$ cat config.mk
export PLATFORM = sky130hd
export DESIGN_NAME = rr_arbiter
export DESIGN_NICKNAME = d
export VERILOG_FILES = /design/src/rtl/rr_arbiter_pkg.sv /design/src/rtl/rr_arbiter_pick.sv /design/src/rtl/rr_arbiter.sv
export SDC_FILE = /design/constraint.sdc
export NUM_CORES = 1
export LEC_CHECK = 0
export CAP_MARGIN = 20
export CORE_UTILIZATION = 48
export DETAILED_ROUTE_END_ITERATION = 8
export PLACE_DENSITY = 0.72
export REMOVE_ABC_BUFFERS = 1
export SLEW_MARGIN = 10
export SYNTH_ARGS = -nofsm -noshare
export SYNTH_HDL_FRONTEND = slang
export SYNTH_HIERARCHICAL = 1
export SYNTH_SLANG_ARGS = --single-unit
$ cat constraint.sdc
create_clock -name clk -period 4.1 [get_ports clk]
set_clock_uncertainty 0.1 [all_clocks]
set_input_delay 0.615 -clock clk [delete_from_list [all_inputs] [get_ports clk]]
set_output_delay 0.615 -clock clk [all_outputs]
set_load 0.02 [all_outputs]
$ cat src/rtl/rr_arbiter_pkg.sv
// Shared definitions for the 4-way round-robin arbiter.
// Holds the FSM state type, the requester count and the grant index width,
// plus a helper that turns an owner index into a one-hot vector.
package rr_arbiter_pkg;

    localparam int NUM_REQ = 4;
    localparam int ID_W    = 2;

    typedef enum logic [0:0] {
        IDLE = 1'b0,
        BUSY = 1'b1
    } state_t;

    // One-hot vector with only bit 'id' set.
    function automatic logic [NUM_REQ-1:0] id_to_onehot(input logic [ID_W-1:0] id);
        logic [NUM_REQ-1:0] vec;
        vec = {NUM_REQ{1'b0}};
        vec[id] = 1'b1;
        return vec;
    endfunction

endpackage

$ cat src/rtl/rr_arbiter_pick.sv
// Rotating-priority search (module rr_pick).
// Ports:
//   req     - request vector, bit i = requester i
//   ptr     - index that has highest priority; priority falls ptr, ptr+1, ... mod 4
//   exclude - requesters that must not be chosen (the current owner on a hand-over)
//   id      - chosen requester index (0 when found=0)
//   found   - at least one eligible requester exists
module rr_pick
    import rr_arbiter_pkg::*;
(
    input  logic [NUM_REQ-1:0] req,
    input  logic [ID_W-1:0]    ptr,
    input  logic [NUM_REQ-1:0] exclude,
    output logic [ID_W-1:0]    id,
    output logic               found
);

    logic [NUM_REQ-1:0] cand_s;
    logic [ID_W-1:0]    idx_s;

    // Walk from the lowest priority offset up to offset 0 so that the
    // candidate closest to ptr is the last one written and therefore wins.
    always_comb begin
        cand_s = req & ~exclude;
        id     = {ID_W{1'b0}};
        found  = 1'b0;
        idx_s  = {ID_W{1'b0}};
        for (int k = NUM_REQ - 1; k >= 0; k--) begin
            idx_s = ptr + ID_W'(k);
            if (cand_s[idx_s]) begin
                id    = idx_s;
                found = 1'b1;
            end else begin
                found = found;
            end
        end
    end

endmodule

$ cat src/rtl/rr_arbiter.sv
// Four-requester round-robin arbiter with a bounded hold time.
// A grant is issued one cycle after the request is sampled; the owner keeps
// the grant while it requests, but after MAX_HOLD consecutive cycles it is
// preempted if another requester is waiting. Dropping 'en' releases the grant.
// Ports:
//   clk     - rising-edge clock
//   rst_n   - asynchronous active-low reset
//   req     - request vector, bit i = requester i
//   en      - arbitration enable, 0 releases any grant
//   gnt     - registered one-hot grant
//   gnt_id  - encoded owner index, valid when gnt_vld=1
//   gnt_vld - a grant is active
module rr_arbiter
    import rr_arbiter_pkg::*;
#(
    parameter int MAX_HOLD = 4
) (
    input  logic               clk,
    input  logic               rst_n,
    input  logic [NUM_REQ-1:0] req,
    input  logic               en,
    output logic [NUM_REQ-1:0] gnt,
    output logic [ID_W-1:0]    gnt_id,
    output logic               gnt_vld
);

    localparam logic [3:0] MAX_HOLD_C = 4'(MAX_HOLD);

    state_t             state_r, state_n;
    logic [ID_W-1:0]    owner_r, owner_n;
    logic [ID_W-1:0]    ptr_r,   ptr_n;
    logic [3:0]         cnt_r,   cnt_n;
    logic [NUM_REQ-1:0] gnt_r,   gnt_n;
    logic               vld_r,   vld_n;

    logic [NUM_REQ-1:0] owner_oh_s;
    logic [NUM_REQ-1:0] excl_s;
    logic               others_s;
    logic               keep_s;
    logic [ID_W-1:0]    pick_id_s;
    logic               pick_found_s;

    assign owner_oh_s = id_to_onehot(owner_r);
    // While busy, ptr already equals owner+1, so searching from ptr with the
    // owner masked out yields "next requester after owner".
    assign excl_s     = (state_r == BUSY) ? owner_oh_s : {NUM_REQ{1'b0}};
    assign others_s   = |(req & ~owner_oh_s);
    assign keep_s     = req[owner_r] && ((cnt_r < MAX_HOLD_C) || !others_s);

    rr_pick u_pick (
        .req     (req),
        .ptr     (ptr_r),
        .exclude (excl_s),
        .id      (pick_id_s),
        .found   (pick_found_s)
    );

    // Next-state, owner, pointer, hold counter and output computation.
    always_comb begin
        state_n = state_r;
        owner_n = owner_r;
        ptr_n   = ptr_r;
        cnt_n   = cnt_r;
        case (state_r)
            IDLE: begin
                if (en && pick_found_s) begin
                    state_n = BUSY;
                    owner_n = pick_id_s;
                    ptr_n   = pick_id_s + 2'd1;
                    cnt_n   = 4'd1;
                end else begin
                    state_n = IDLE;
                end
            end
            BUSY: begin
                if (!en) begin
                    state_n = IDLE;
                end else if (keep_s) begin
                    cnt_n = (cnt_r < MAX_HOLD_C) ? (cnt_r + 4'd1) : cnt_r;
                end else if (pick_found_s) begin
                    owner_n = pick_id_s;
                    ptr_n   = pick_id_s + 2'd1;
                    cnt_n   = 4'd1;
                end else begin
                    state_n = IDLE;
                end
            end
            default: begin
                state_n = IDLE;
            end
        endcase
        vld_n = (state_n == BUSY);
        gnt_n = vld_n ? id_to_onehot(owner_n) : {NUM_REQ{1'b0}};
    end

    // State and output registers.
    always_ff @(posedge clk or negedge rst_n) begin
        if (!rst_n) begin
            state_r <= IDLE;
            owner_r <= {ID_W{1'b0}};
            ptr_r   <= {ID_W{1'b0}};
            cnt_r   <= 4'd0;
            gnt_r   <= {NUM_REQ{1'b0}};
            vld_r   <= 1'b0;
        end else begin
            state_r <= state_n;
            owner_r <= owner_n;
            ptr_r   <= ptr_n;
            cnt_r   <= cnt_n;
            gnt_r   <= gnt_n;
            vld_r   <= vld_n;
        end
    end

    assign gnt     = gnt_r;
    assign gnt_id  = owner_r;
    assign gnt_vld = vld_r;

endmodule
Yosys cells after proc, flatten, opt, wreduce, memory -nomap -nowiden
Cells that the tools add are included.
W data, S select, Z words.

word-level totals
  register bits = 13
  latch bits = 0
  bits in writable memories = 0
  ROM bits = 0
  input port bits = 7
  word-level logic and storage cells = 84
  memories kept = 0

operators by class
  $add $sub $neg = 5
  multiply operators = 0
  div/mod/pow operators = 0
  $lt $le $gt $ge = 9
  equal/unequal tests = 6
  shifts and indexed selects = 0
  mux-type cells = 45
  bitwise gates (word level) = 5
  reductions and logical operators = 9

operators with widths
  kind                   count
  $mux W4                7
  $mux W2                12
  $lt A2 B3 Y1 const B   6
  $mux W1                15
  $bmux W1 S2            5
  $and A4 B4 Y4          2
  $not A4 Y4             2
  $pmux W2 S2            2
  $pmux W4 S2            1
  $reduce_and A4 Y1      2
  $ne A2 B2 Y1 const B   3
  $add A2 B1 Y2 const B  2
  $add A2 B2 Y2 const B  2
  $add A4 B1 Y4 const B  1
  $demux W1 S2           2
  $ge A2 B1 Y1 const B   2
  $logic_and A1 B1 Y1    4
  $lt A4 B3 Y1 const B   1
  $reduce_or A4 Y1       1
  $ne A3 B1 Y1 const B   1
  $ne A3 B2 Y1 const B   1
  $ne A2 B1 Y1 const B   1
  $pmux W1 S2            1
  $logic_not A1 Y1       1
  other kinds (2)        2

Longest topological paths before layout
  depth after elaboration = 22
  depth in mapped cells = 10
  mapped depth without buffers = 9

Cells and area by module
The synthesis kept the hierarchy.

modules (own cells, without submodules)
  module      instances  cells an instance  area an instance (µm²)  sequential area each (µm²)
  rr_arbiter  1          72                 795.8                   325.3
  rr_pick     1          17                 107.6                   0.0

Least setup slack after synthesis
Ideal clock, no wire load.

  kind = reg-to-reg
  start point = register owner_r[1], in the netlist gnt_id[1]
  end point = register gnt_r[0], in the netlist gnt[0]
  library setup time = 80 ps
  data arrival time = 2067 ps
  setup slack = 1853 ps
  cell stages (with the launch flop) = 10
  buffers on the path = 1
  period minus slack after synthesis = 2247 ps
  cells stage by stage = dfrtp_1 buf_6 nand2_1 nor2_1 nand2b_1 nor2b_1 a21oi_1 or3b_2 mux2_4 nor3b_2

on the way
  cells in the longest elaborated chain, start to end = 22
  elaborated cells between the ends (all ways) = 49
  classes of those cells = order compare (4); mux (34); bitwise (4); reduce/logical (7)

ends and longest elaborated chain
  what                                                                line                   text
  from (decl)                                                         rr_arbiter.sv:30       logic [ID_W-1:0] owner_r, owner_n;
  from (signal assigned)                                              rr_arbiter.sv:100      owner_r <= {ID_W{1'b0}};
  from (signal assigned)                                              rr_arbiter.sv:107      owner_r <= owner_n;
  $lt A2 B3 Y1 (not written as such) or $ge A2 B1 Y1 (tied branches)  rr_arbiter_pkg.sv:18   vec[id] = 1'b1;
  $logic_and A1 B1 Y1 (not written as such)                           rr_arbiter_pkg.sv:18
  $mux W1 (not written as such)                                       rr_arbiter_pkg.sv:18
  $demux W1 S2 (*)                                                    rr_arbiter_pkg.sv:18
  $mux W4 (*)                                                         rr_arbiter.sv:46       assign excl_s = (state_r == BUSY) ? owner_oh_s : {NUM_REQ{1'b0}};
  named net excl_s[2]                                                 rr_arbiter.sv:37       logic [NUM_REQ-1:0] excl_s;
  $not A4 Y4 (*)                                                      rr_arbiter_pick.sv:24  cand_s = req & ~exclude;
  $and A4 B4 Y4 (*)                                                   rr_arbiter_pick.sv:24
  [... 6 more ...]                                                    --
  named net pick_id_s[1]                                              rr_arbiter.sv:40       logic [ID_W-1:0] pick_id_s;
  [... 2 more ...]                                                    --
  $mux W2                                                             rr_arbiter.sv:76       if (!en) begin
  $pmux W2 S2 (*)                                                     rr_arbiter.sv:64       case (state_r)
  $lt A2 B3 Y1 (not written as such) or $ge A2 B1 Y1 (tied branches)  rr_arbiter_pkg.sv:18
  $logic_and A1 B1 Y1 (not written as such)                           rr_arbiter_pkg.sv:18
  $mux W1 (not written as such)                                       rr_arbiter_pkg.sv:18
  $demux W1 S2 (*)                                                    rr_arbiter_pkg.sv:18
  $mux W4 (*)                                                         rr_arbiter.sv:93       gnt_n = vld_n ? id_to_onehot(owner_n) : {NUM_REQ{1'b0}};
  named net gnt_n[0]                                                  rr_arbiter.sv:33       logic [NUM_REQ-1:0] gnt_r, gnt_n;
  to (signal assigned)                                                rr_arbiter.sv:103      gnt_r <= {NUM_REQ{1'b0}};
  to (signal assigned)                                                rr_arbiter.sv:110      gnt_r <= gnt_n;
  to (decl)                                                           rr_arbiter.sv:33

The timed path passes the listed nets; every way through them passes the cells marked *. The select of a mux whose other input is x is not followed.
A chain may end at the register's enable or synchronous reset.

Worst setup path in the final report
  start point = input req[2]
  end point = register ptr_r[1]

on the way
  cells in the longest elaborated chain, start to end = 12
  elaborated cells between the ends (all ways) = 35
  classes of those cells = add/sub (1); eq/ne (3); mux (23); bitwise (2); reduce/logical (6)

ends and longest elaborated chain
  what                           line                                text
  from (decl)                    rr_arbiter.sv:20                    input logic [NUM_REQ-1:0] req,
  $and A4 B4 Y4                  rr_arbiter_pick.sv:24
  $bmux W1 S2                    rr_arbiter_pick.sv:30               if (cand_s[idx_s]) begin
  $mux W1 (not written as such)  rr_arbiter_pick.sv:30
  $mux W2 (4 in series)          rr_arbiter_pick.sv:30
  $add A2 B1 Y2                  rr_arbiter.sv:69, rr_arbiter.sv:82
  $mux W2                        rr_arbiter.sv:80                    end else if (pick_found_s) begin
  $mux W2                        rr_arbiter.sv:78                    end else if (keep_s) begin
  $mux W2                        rr_arbiter.sv:76
  $pmux W2 S2                    rr_arbiter.sv:64
  to (signal assigned)           rr_arbiter.sv:101                   ptr_r <= {ID_W{1'b0}};
  to (signal assigned)           rr_arbiter.sv:108                   ptr_r <= ptr_n;
  to (decl)                      rr_arbiter.sv:31                    logic [ID_W-1:0] ptr_r, ptr_n;

Several ways; a longest one is shown, not always the timed one. The select of a mux whose other input is x is not followed.

==> flow_summary_export.csv <==
group,metric,value,unit
status,status,"finished clean",
floorplan,fp.dieW,45.4,um
clock_network,clk_latency,0.27,ns
synthesis,ys_seq_elements,13,
worst_setup_path,path_max_fanout,8,
detailed_routing,drt_iter0_drc,6,
worst_setup_path,cp-end-kind,"flip-flop",
detailed_routing,wire_per_inst,13.7,um
clock_network,htreeDepth,1,
power,vdd_ir_drop_max,0.000371,V
final_layout,stdcell_count,128,
worst_hold_path,holdCritPathClass,"reg2reg",
sta,fin_hold_ws,0.425,ns
power,p_leak,0.433,nW
synthesis,async_flop_share,100,%
synthesis,syn_area_per_cell,10.2,sq um
placement,dp.cells,124,
synthesis,ys_seq_area_share,36.0,%
global_routing,overflow,0,
sta,tightest_slew,0.554,ns
clock_network,cts_tree,"yes",
placement,gp_congestion,0.855,
synthesis,synth_edf_count,0,
sta,hold_viol,0,
final_layout,drive_gt1_share,19.4,%
floorplan,die_area,2060,sq um
final_layout,final_cell_mix,"dfrtp_1 (13), clkdlybuf4s50_1 (13), nand2_1 (7)",
detailed_routing,detail-route-antenna-nets,0,
sta,setup_slack,1.61,ns
floorplan,ios,14,
global_routing,grt_usage,20.1,%
final_layout,antenna_cells,0,
detailed_routing,drc_errors,0,
sta,setup_tns,0,ns
sta,fin_crit_sh,60.8,%
synthesis,synth_cells,89,
floorplan,coreArea,1750,sq um
clock_network,cts_setup_buffers,0,
detailed_routing,dr.pass1.iters,4,
synthesis,synth-main-ff-cell,"dfrtp_1",
clock_network,cts_buffers,3,
placement,dpl.hpwl,1300,um
global_routing,first_global_vias,622,
global_routing,antenna_found_initial,0,
synthesis,yosysUniqueCellTypes,41,
clock_network,cts.sinks,13,
floorplan,rows,15,
clock_network,path_clk_slew,0.07,ns
sta,fmax,401,MHz
final_layout,layout.nets,112,
synthesis,ys.warnings.count,6,
placement,post-place-ws,1.35,ns
sta,rsz0062_at_grt,"false",
placement,io_buffers,13,
worst_setup_path,timing_worst_setup_path_type,"in2reg",
final_layout,fill_cells,156,
sta,finalCriticalPeriod,2.49,ns
worst_setup_path,required,4.16,ns
final_layout,final_util,60.8,%
power,power_density,629,nW/um^2
synthesis,synth_area,903,sq um
worst_setup_path,cp.arrival,2.55,ns
clock_network,cts_resized,0,
detailed_routing,via_per_inst,5.66,
sta,finalSetupViolCount,0,
job,cap_violations,0,
floorplan,initial_core_util,51.8,%
clock_network,root_buffer,"clkbuf_4",
detailed_routing,vias,725,
clock_network,ctsHoldBuffers,0,
global_routing,grt_max_degree,15,
floorplan,die_y,45.4,um
global_routing,grt_pass1_wl,2990,um
sta,maxSlewHeadroom,63.0,%
clock_network,clockBufferDepth,2,
worst_setup_path,critical_path.startpoint_type,"input port",
sta,maxSlewViolCount,0,
final_layout,area_growth,17.5,%
detailed_routing,drt-total-wl,1750,um
## cell families (layout without fill, tap and decap cells)
group                      Yosys count  after routing  synth area share (%)
muxes                                7              7                  9.00
AOI/OAI and AO/OA                   22             22                  21.6
adders and majority gates            1              1                  1.38
buffers and inverters                7             21                  4.99
xor gates and xnor gates             1              1                 0.970
and+or+nand+nor                     38             38                  26.0
DFF                                 13             13                  36.0
## layer usage
metal | vias up | GRT usage (%) | part of all wire (%)
met5 | - | 0 | 0
met4 | 0 | 1.82 | 0.69
met3 | 2 | 7.14 | 3.7
met2 | 19 | 30.0 | 45
met1 | 343 | 28.9 | 50
li1 | 361 | - | -
## final cells by class
cell class                      instances  area (sq um)  area share (%)
Clock buffer                            4          26.3            2.48
Inverter                                4          15.0            1.42
Multi-Input combinational cell         69           533            50.2
Sequential cell                        13           325            30.7
Tap cell                               25          31.3            2.95
Timing Repair Buffer                   13           130            12.3
## cell usage after synthesis, drive strengths merged (2+ instances only)
| library cell | number | area, sq um |
|---|---|---|
| a31oi | 2 | 12.5 |
| nand4 | 2 | 12.5 |
| nand2 | 7 | 26.3 |
| mux2 | 3 | 41.3 |
| nor2b | 5 | 31.3 |
| nor3b | 2 | 20.0 |
| nand3 | 3 | 15.0 |
| inv | 4 | 15.0 |
| nor3 | 2 | 15.0 |
| buf | 3 | 30.0 |
| dfrtp | 13 | 325 |
| a2bb2oi | 2 | 17.5 |
| nand2b | 3 | 18.8 |
| or3b | 2 | 17.5 |
| nor2 | 6 | 27.5 |
| mux2i | 4 | 40.0 |
| a21oi | 2 | 10.0 |
| o21ai | 7 | 35.0 |
## state kept, by name, indices dropped and copies added (netlist names)
signal and cells:
gnt_vld 1, ptr_r 2, gnt_id 2, cnt_r 4
gnt 4
## path summary, 6_finish.rpt
path | end | cells past startpoint | slack [ns] | start
setup / recovery | ptr_r[1] | 6 | 1.61 | req[2]
hold / removal | cnt_r[3] | 2 | 0.42 | cnt_r[3]
setup reg to reg | gnt[0] | 8 | 1.65 | gnt_id[1]
hold reg to reg | cnt_r[3] | 2 | 0.42 | cnt_r[3]
max in group asynchronous | gnt[2] | 1 | 2.94 | rst_n
min in group asynchronous | ptr_r[0] | 1 | 0.60 | rst_n
## critical path, stage by stage
cell and delay (ns):
clkdlybuf4s50_1 0.48, or4b_4 0.56, o22ai_4 0.21, o311a_2 0.28, nor2_2 0.10, mux2_4 0.30
## stage by stage
step / instance area [sq um] / total power [mW]
finish: 1060 / 0.667
global placement: 1030 / 0.585
global route: 1060 / 0.723
floorplan: 873 / 0.486
CTS: 1060 / 0.673
detailed placement: 1030 / 0.592
## where the power goes
group          internal [mW]  switching (mW)
combinational          0.180           0.177
sequential             0.174          0.0608
clock                 0.0377          0.0382
(Power assumes the default switching activity.)
